--- src/rtl/tl_ul_pkg.sv ---
// rtl/tl_ul_pkg.sv - TileLink-UL field widths, opcode constants and channel structs
//
// Shared by tl_source_shrinker and tl_slot_alloc.
// No ports; import with "import tl_ul_pkg::*;".

package tl_ul_pkg;

  localparam int SRC_W     = 5;
  localparam int ADDR_W    = 32;
  localparam int DATA_W    = 32;
  localparam int MASK_W    = 4;
  localparam int OPC_W     = 3;
  localparam int A_PARAM_W = 3;
  localparam int D_PARAM_W = 2;
  localparam int SIZE_W    = 2;

  // A-channel opcodes
  localparam logic [OPC_W-1:0] OP_PUT_FULL    = 3'd0;
  localparam logic [OPC_W-1:0] OP_PUT_PARTIAL = 3'd1;
  localparam logic [OPC_W-1:0] OP_GET         = 3'd4;

  // D-channel opcodes
  localparam logic [OPC_W-1:0] OP_ACCESS_ACK      = 3'd0;
  localparam logic [OPC_W-1:0] OP_ACCESS_ACK_DATA = 3'd1;

  // Largest legal transfer on a 32-bit bus is 4 bytes (log2 = 2).
  localparam logic [SIZE_W-1:0] MAX_SIZE = 2'd2;

  typedef struct packed {
    logic [OPC_W-1:0]     opcode;
    logic [A_PARAM_W-1:0] param;
    logic [SIZE_W-1:0]    size;
    logic [SRC_W-1:0]     source;
    logic [ADDR_W-1:0]    address;
    logic [MASK_W-1:0]    mask;
    logic [DATA_W-1:0]    data;
    logic                 corrupt;
  } tl_a_t;

  typedef struct packed {
    logic [OPC_W-1:0]     opcode;
    logic [D_PARAM_W-1:0] param;
    logic [SIZE_W-1:0]    size;
    logic [SRC_W-1:0]     source;
    logic                 sink;
    logic                 denied;
    logic [DATA_W-1:0]    data;
    logic                 corrupt;
  } tl_d_t;

endpackage

--- src/rtl/tl_slot_alloc.sv ---
// rtl/tl_slot_alloc.sv - lowest-free-slot priority encoder with full flag
//
// Ports:
//   slot_vld_i  in   SLOTS      per-slot busy bits
//   alloc_o     out  SLOT_BITS  lowest index whose busy bit is clear (0 when full)
//   full_o      out  1          every slot busy

module tl_slot_alloc
  import tl_ul_pkg::*;
#(
  parameter int SLOT_BITS = 2
) (
  input  logic [(1<<SLOT_BITS)-1:0] slot_vld_i,
  output logic [SLOT_BITS-1:0]      alloc_o,
  output logic                      full_o
);

  localparam int SLOTS = 1 << SLOT_BITS;

  assign full_o = &slot_vld_i;

  // Scan from the top down so the last hit is the lowest free index.
  always_comb begin
    alloc_o = '0;
    for (int i = SLOTS - 1; i >= 0; i--) begin
      if (!slot_vld_i[i]) begin
        alloc_o = i[SLOT_BITS-1:0];
      end
    end
  end

endmodule

--- src/rtl/tl_source_shrinker.sv ---
// rtl/tl_source_shrinker.sv - TL-UL source-ID compressor with in-flight slot tracking
//
// Maps the 5-bit upstream A source onto SLOTS downstream slots and restores
// it on D. A and D pass through combinationally; A stalls while all slots
// are busy.
//
// Optional feature macro: TL_SHRINK_ERR_EN (sticky protocol error flag).
//
// Ports:
//   clock, reset_n           clock, asynchronous active-low reset
//   in_a_*  / in_a_ready     upstream A (in), ready (out)
//   out_a_* / out_a_ready    downstream A (out), ready (in); source is SLOT_BITS wide
//   out_d_* / out_d_ready    downstream D (in), ready (out); source is SLOT_BITS wide
//   in_d_*  / in_d_ready     upstream D (out), ready (in); source restored to 5 bits
//   idle                     no request in flight
//   err                      sticky protocol error (0 unless TL_SHRINK_ERR_EN)

module tl_source_shrinker
  import tl_ul_pkg::*;
#(
  parameter int SLOT_BITS = 2
) (
  input  logic                  clock,
  input  logic                  reset_n,
  // upstream A
  input  logic                  in_a_valid,
  output logic                  in_a_ready,
  input  logic [OPC_W-1:0]      in_a_opcode,
  input  logic [A_PARAM_W-1:0]  in_a_param,
  input  logic [SIZE_W-1:0]     in_a_size,
  input  logic [SRC_W-1:0]      in_a_source,
  input  logic [ADDR_W-1:0]     in_a_address,
  input  logic [MASK_W-1:0]     in_a_mask,
  input  logic [DATA_W-1:0]     in_a_data,
  input  logic                  in_a_corrupt,
  // downstream A
  output logic                  out_a_valid,
  input  logic                  out_a_ready,
  output logic [OPC_W-1:0]      out_a_opcode,
  output logic [A_PARAM_W-1:0]  out_a_param,
  output logic [SIZE_W-1:0]     out_a_size,
  output logic [SLOT_BITS-1:0]  out_a_source,
  output logic [ADDR_W-1:0]     out_a_address,
  output logic [MASK_W-1:0]     out_a_mask,
  output logic [DATA_W-1:0]     out_a_data,
  output logic                  out_a_corrupt,
  // downstream D
  input  logic                  out_d_valid,
  output logic                  out_d_ready,
  input  logic [OPC_W-1:0]      out_d_opcode,
  input  logic [D_PARAM_W-1:0]  out_d_param,
  input  logic [SIZE_W-1:0]     out_d_size,
  input  logic [SLOT_BITS-1:0]  out_d_source,
  input  logic                  out_d_sink,
  input  logic                  out_d_denied,
  input  logic                  out_d_corrupt,
  input  logic [DATA_W-1:0]     out_d_data,
  // upstream D
  output logic                  in_d_valid,
  input  logic                  in_d_ready,
  output logic [OPC_W-1:0]      in_d_opcode,
  output logic [D_PARAM_W-1:0]  in_d_param,
  output logic [SIZE_W-1:0]     in_d_size,
  output logic [SRC_W-1:0]      in_d_source,
  output logic                  in_d_sink,
  output logic                  in_d_denied,
  output logic                  in_d_corrupt,
  output logic [DATA_W-1:0]     in_d_data,
  // status
  output logic                  idle,
  output logic                  err
);

  localparam int SLOTS = 1 << SLOT_BITS;

  logic [SLOTS-1:0]     slot_vld_q, slot_vld_d;
  logic [SRC_W-1:0]     slot_src_q [SLOTS];
  logic [SRC_W-1:0]     slot_src_d [SLOTS];
  logic [SLOT_BITS-1:0] alloc;
  logic                 full;
  logic                 a_fire, d_fire;
  tl_a_t                a_req;
  tl_d_t                d_rsp;

  // alloc/full come from registered state only, so a slot freed this cycle
  // becomes available next cycle and ready never depends on same-cycle valid.
  tl_slot_alloc #(
    .SLOT_BITS (SLOT_BITS)
  ) u_slot_alloc (
    .slot_vld_i (slot_vld_q),
    .alloc_o    (alloc),
    .full_o     (full)
  );

  // ---------------- A path ----------------
  assign a_req = '{
    opcode:  in_a_opcode,
    param:   in_a_param,
    size:    in_a_size,
    source:  in_a_source,
    address: in_a_address,
    mask:    in_a_mask,
    data:    in_a_data,
    corrupt: in_a_corrupt
  };

  assign out_a_valid   = in_a_valid & ~full;
  assign in_a_ready    = out_a_ready & ~full;
  assign out_a_opcode  = a_req.opcode;
  assign out_a_param   = a_req.param;
  assign out_a_size    = a_req.size;
  assign out_a_source  = alloc;
  assign out_a_address = a_req.address;
  assign out_a_mask    = a_req.mask;
  assign out_a_data    = a_req.data;
  assign out_a_corrupt = a_req.corrupt;

  assign a_fire = in_a_valid & in_a_ready;

  // ---------------- D path ----------------
  assign d_rsp = '{
    opcode:  out_d_opcode,
    param:   out_d_param,
    size:    out_d_size,
    source:  slot_src_q[out_d_source],
    sink:    out_d_sink,
    denied:  out_d_denied,
    data:    out_d_data,
    corrupt: out_d_corrupt
  };

  assign in_d_valid   = out_d_valid;
  assign out_d_ready  = in_d_ready;
  assign in_d_opcode  = d_rsp.opcode;
  assign in_d_param   = d_rsp.param;
  assign in_d_size    = d_rsp.size;
  assign in_d_source  = d_rsp.source;
  assign in_d_sink    = d_rsp.sink;
  assign in_d_denied  = d_rsp.denied;
  assign in_d_corrupt = d_rsp.corrupt;
  assign in_d_data    = d_rsp.data;

  assign d_fire = out_d_valid & out_d_ready;

  // ---------------- slot table ----------------
  // Apply the D clear before the A set: a D to an unallocated slot that
  // happens to equal alloc must not cancel the new allocation.
  always_comb begin
    slot_vld_d = slot_vld_q;
    slot_src_d = slot_src_q;
    if (d_fire) begin
      slot_vld_d[out_d_source] = 1'b0;
    end
    if (a_fire) begin
      slot_vld_d[alloc] = 1'b1;
      slot_src_d[alloc] = a_req.source;
    end
  end

  always_ff @(posedge clock or negedge reset_n) begin
    if (!reset_n) begin
      slot_vld_q <= '0;
      for (int i = 0; i < SLOTS; i++) begin
        slot_src_q[i] <= '0;
      end
    end else begin
      slot_vld_q <= slot_vld_d;
      slot_src_q <= slot_src_d;
    end
  end

  assign idle = ~|slot_vld_q;

  // ---------------- error flag ----------------
`ifdef TL_SHRINK_ERR_EN
  logic err_q, err_d;

  always_comb begin
    err_d = err_q;
    if (d_fire && !slot_vld_q[out_d_source]) begin
      err_d = 1'b1;
    end
    if (a_fire && (a_req.size > MAX_SIZE)) begin
      err_d = 1'b1;
    end
  end

  always_ff @(posedge clock or negedge reset_n) begin
    if (!reset_n) begin
      err_q <= 1'b0;
    end else begin
      err_q <= err_d;
    end
  end

  assign err = err_q;
`else
  assign err = 1'b0;
`endif

endmodule
--- config.mk ---
export PLATFORM = sky130hd
export DESIGN_NAME = tl_source_shrinker
export DESIGN_NICKNAME = d
export VERILOG_FILES = /design/src/rtl/tl_ul_pkg.sv /design/src/rtl/tl_slot_alloc.sv /design/src/rtl/tl_source_shrinker.sv
export SDC_FILE = /design/constraint.sdc
export NUM_CORES = 1
export LEC_CHECK = 0
export ABC_AREA = 1
export CAP_MARGIN = 20
export CORE_AREA = 5 5 99 101
export DETAILED_ROUTE_END_ITERATION = 10
export DIE_AREA = 0 0 104 106
export PLACE_DENSITY = 0.82
export SLEW_MARGIN = 10
export SYNTH_ARGS = -nofsm -noshare
export SYNTH_HDL_FRONTEND = slang
export SYNTH_SLANG_ARGS = --single-unit
--- constraint.sdc ---
create_clock -name clock -period 1.65 [get_ports clock]
set_input_delay 0.33 -clock clock [delete_from_list [all_inputs] [get_ports clock]]
set_output_delay 0.33 -clock clock [all_outputs]
set_load 0.005 [all_outputs]
==> reports/summary.txt <==
die height: 106 um
CTS sink cnt: 24
placed cell area: 1640 um2
htree depth: 1
initial core utilization: 23.4%
Post-Synthesis Cells: 269
leak pwr: 0.867 nW
CTS tree: done
post-detail-place hpwl: 3840 um
DIE AREA: 11000 um2
Routed WL: 4860 um
Worst Skew: 2.08 ps
PnR Total Power: 2.49 mW
Worst Path Required: 1320 ps
slowest cell delay on critical path: 410 ps
Num CTS Buffers: 3
Finished Layout Cells: 301
Synth warnings: 0
Final Hold Fails: 0
initial antenna violation count: 0
hold_buf cts: 0
Overflow after GRT: 0
largest net degree at the start of global routing: 25
Slowest-stage cell, CP: dfrtp_2
Syn Nets: 401
Cell Rows: 35
clock root cell: clkbuf_8
clock tree buffer depth: 2
CP Max Fanout: 4
CP arrival: 1260 ps
post-DR wirelength/cell: 16.2 um
Top Family by Delay on Critical Path: flip-flops
global routing's busiest layer: met2
period utilization: 96.2%
WP buf/inv: 1
met1 usage: 6.70%
final RePlAce weighted congestion: 0.778
ratio of cells with drive above 1 in the final layout: 21.6%
endpoint class of the critical path: output pin
Distinct cells, synth: 19
Post-Syn Area: 2090 um2
critical path type: reg2out
global-route wire length before repair: 7650 um
status: complete, no violations
Cells after DPL: 293
P&R area growth vs syn: -17.4%
setup violators final: 0
Final Max Slew Viols: 0
vias: 1341
flops & latches, synth: 24
met2 GRT Util: 14.9%
post-DR vias/cell: 4.46
Fin Setup TNS: 0 ps
max cap viols: 0
vias in the first global route: 1456
HP Class: in2async
final non-filler cell area: 1730 um2
DR DRC count: 0
register area share after synthesis: 28.7%
I/O pins: 264
crit path cell chain: nand2_2 > nor2_4 > nor2_2 > dlygate4sd2_1
Fmax: 630 MHz
nets: 324
Mean Syn Cell Area: 7.77 um2
drt initial violations: 97
Worst VDD drop: 0.346 mV
Die X: 104 um
PwrDens: 1440 nW/um2
CP Launch Type: register
met3 usage: 4.37%
# diodes: 0
Clock Latency Late Sink: 270 ps
Port Buffers: 24
WHS: 414 ps
Pre-antenna DRT Iters: 5
Total Routing Usage GR: 8.49%
Clock Pin Slew Worst Setup and Hold Paths: 80 ps
area of the core: 8930 um2
post-route ant nets: 0
fin crit period: 1590 ps
[sequential cells by signal (all words and copies together), names as in the netlist]
register,flops
slot_vld_q,4
slot_src_q,20
[routing by layer]
layer	up-vias	share of wire, %
met2	111	51
met5	-	0
met4	0	8.1
met1	606	28
li1	561	-
met3	63	13
[placed cells by master (no fill, tap or decap), types with 3 or more instances in the layout]
master           synthesis  final
inv_1                   14     12
nand2_2                  1      4
clkbuf_8                 0      3
a22oi_1                  5      4
o21ai_0                  9      9
nand2_1                 53     50
clkdlybuf4s50_1          0     10
buf_4                  122     18
buf_2                    0      3
nand3_1                 20     20
dlygate4sd2_1            0      6
dfrtp_1                 24     23
nor2_1                   9      7
[report_power, final]
group / internal (mW) / switching [mW] / leakage, nW / total, mW
Sequential: 0.873 / 0.198 / 0.297 / 1.07
Combinational: 0.503 / 0.570 / 0.548 / 1.07
Clock: 0.163 / 0.183 / 0.0216 / 0.346
Total: 1.54 / 0.951 / 0.867 / 2.49
[path summary, 6_finish.rpt]
path | end | from | slack, ps | depth (start not counted)
max | out_a_valid | slot_vld_q[0]$_DFF_PN0_ | 60 | 4
min | slot_vld_q[2]$_DFF_PN0_ | reset_n | 410 | 2
max reg2reg | slot_src_q[2]$_DFFE_PN0P_ | slot_vld_q[3]$_DFF_PN0_ | 120 | 7
min reg2reg | slot_src_q[4]$_DFFE_PN0P_ | slot_src_q[4]$_DFFE_PN0P_ | 480 | 2
max in group asynchronous | slot_vld_q[0]$_DFF_PN0_ | reset_n | 980 | 2
min in group clock | slot_vld_q[0]$_DFF_PN0_ | out_d_source[1] | 460 | 3
[worst register-to-register path: cells and delay by family (launching register included)]
kind          cells  cell delay (ps)
simple gates      4              590
flops             1              410
buf+inv           3              430
[timing repair]
item | in CTS | in global routing
pin swaps | 3 | 4
endpoints found under the setup margin | 10 | 15
endpoints found under the hold margin | 0 | 0
gates resized for setup | 28 | 12
setup buffers | 4 | 1
[cells by family (layout without fill, tap and decap cells)]
logic type             Yosys count  after routing  share of synthesized area (%)
flip-flops                      24             24                           28.7
buffers and inverters          138             59                           47.1
other                            1              1                          0.179
AND/OR/NAND/NOR                 91             91                           19.6
AO/OA/AOI/OAI                   15             15                           4.37
[through the flow]
step                worst slack [ps]  util (%)
detailed placement              -652      18.3
floorplan                        421         -
global placement                -619      18.3
CTS                             5.50      19.1
global route                   -2.67      19.3
finish                          62.4      19.3
[final cells by class]
class / instances / area, um2
Tap cell: 111 / 139
Clock buffer: 3 / 41.3
Sequential cell: 24 / 602
Timing Repair Buffer: 42 / 353
Fill cell: 1003 / 7210
Multi-Input combinational cell: 107 / 539
Inverter: 14 / 52.6
[synthesized netlist by cell type]
| cell type | instances | share of area (%) |
|---|---|---|
| a22oi_1 | 5 | 1.8 |
| a31o_2 | 1 | 0.42 |
| dfrtp_1 | 24 | 29 |
| buf_4 | 122 | 44 |
| o21ai_0 | 9 | 2.2 |
| nor3_4 | 2 | 1.6 |
| nor3_1 | 2 | 0.48 |
| nor4_1 | 1 | 0.30 |
| nand2_1 | 53 | 9.5 |
| conb_1 | 1 | 0.18 |
| nand3_1 | 20 | 4.8 |
| nor2_2 | 1 | 0.30 |
| nor2_1 | 9 | 1.6 |
| inv_1 | 14 | 2.5 |
| nand2_2 | 1 | 0.30 |
| nand3_2 | 1 | 0.48 |
| clkbuf_1 | 1 | 0.18 |
| buf_6 | 1 | 0.54 |
| nand4_1 | 1 | 0.30 |
Note: power is estimated with default switching activity, not from simulation.
==> RTL edit: new RTL, same flow settings <==
The option `TL_SHRINK_ERR_EN` is turned on by a define.
--- a/src/rtl/tl_source_shrinker.sv
+++ b/src/rtl/tl_source_shrinker.sv
@@ -15,4 +15,6 @@
 //   idle                     no request in flight
 //   err                      sticky protocol error (0 unless TL_SHRINK_ERR_EN)
+
+`define TL_SHRINK_ERR_EN
 
 module tl_source_shrinker
Behaviour: not the same (Yosys sat finds a counterexample within 4 cycles, from zero or initial values and one cycle with reset_n low).
==> RTL edit against the unedited design <==
- count of clock-buffer cells in the layout unchanged
- routed wire length up 5.0%
- sequential cell count up 1
- critical path type is now input port to output pin
- design area up 10%
- critical endpoint unchanged
- setup slack worse by 23 ps
- area after synthesis up 2.7%
- register-to-register slack better by 70 ps
- total power up 3.7%
- sequential power about the same
- clock power up 4%
==> RTL edit: results (changes against the unedited design) <==
================================================================================
Final net count                                                              348   was 324
Slowest cell on the critical path                                   sky130_fd_sc_hd__clkdlybuf4s50_1   was sky130_fd_sc_hd__dfrtp_2
Storage cell area                                                        627 um2   was 602 um2
Worst setup timing slack at the placement stage                          -586 ps   was -652 ps
Wire length on met3                                                       584 um   was 627 um
Delay-heaviest family, CP                                           buffers and inverters   was flip-flops
Met3 track utilization from global routing                                0.0364   was 0.0437
Number of buffers inserted to repair setup after CTS                           8   was 4
Synth Area in Compound Gates                                              0.0472   was 0.0437
Count of port buffers added during placement                                  29   was 24
Fillcell total                                                             1,005   was 1,003
Final Skew                                                               1.87 ps   was 2.08 ps
Overall fraction of global-route tracks in use                            0.0866   was 0.0849
Total number of vias                                                       1,431   was 1,341
Areal power density over the cells                                   1360 nW/um2   was 1440 nW/um2
Routability congestion estimate from global placement                      0.786   was 0.778
Largest incremental delay on the critical path                            490 ps   was 410 ps
Vias/cell                                                                   4.39   was 4.46
HPWL after detailed placement                                            4040 um   was 3840 um
Worst voltage drop across the vdd grid                                  0.417 mV   was 0.346 mV
Non-clock inverter instance count of the final layout                         17   was 14
Sequential element share of the synthesized area                           0.292   was 0.287
Initial drt markers                                                           57   was 97
Met1 Resource Use GR                                                      0.0663   was 0.0670
Cell depth of the worst flop-to-flop path                                      6   was 7
Vias in the first global route                                             1,545   was 1,456
Leakage power figure                                                    0.984 nW   was 0.867 nW
Fraction of the core area covered by cells at the end of the flow          0.213   was 0.193
Met1 wire length                                                         1420 um   was 1360 um
Number of signal-net buffers in the layout                                    54   was 42
Highest net fanout along the worst path                                        2   was 4
Synth area leaders                                                  sky130_fd_sc_hd__buf_4 (42%), sky130_fd_sc_hd__dfrtp_1 (29%), sky130_fd_sc_hd__nand2_1 (10%)   was sky130_fd_sc_hd__buf_4 (44%), sky130_fd_sc_hd__dfrtp_1 (29%), sky130_fd_sc_hd__nand2_1 (9.5%)
WP data arrival                                                          1280 ps   was 1260 ps
First-pass GRT wire length                                               7860 um   was 7650 um
Setup crit start kind                                                 input port   was flop
Number of sequential storage elements                                         25   was 24
Multi-Input Combinational                                                    115   was 107
Largest net degree at the start of global routing                             26   was 25
Outcome                                                             complete, no violations   unchanged
ClkCell Share                                                             0.0243   was 0.0239
Total instance count after detailed placement                                314   was 293
================================================================================
==> RTL edit: cell types whose count changed after synthesis, moves of 2 or more <==
| cell | unedited run | this run |
|---|---|---|
| sky130_fd_sc_hd__nand2_1 | 53 | 59 |
| sky130_fd_sc_hd__inv_1 | 14 | 17 |
| sky130_fd_sc_hd__nand3_1 | 20 | 23 |
| sky130_fd_sc_hd__a21oi_1 | 0 | 2 |
| sky130_fd_sc_hd__nor2_1 | 9 | 7 |
==> RTL edit: final timing paths <==
| path | to | startpoint | slack [ps] |
|---|---|---|---|
| max reg2reg | slot_vld_q[0] | slot_vld_q[2] | 190 |
| min reg2reg | slot_src_q[2] | slot_src_q[2] | 480 |
| max in group asynchronous | slot_vld_q[1] | reset_n | 960 |
| min | slot_src_q[7] | reset_n | 420 |
| min in group clock | slot_vld_q[0] | out_d_source[1] | 450 |
| max | out_a_valid | in_a_valid | 40 |
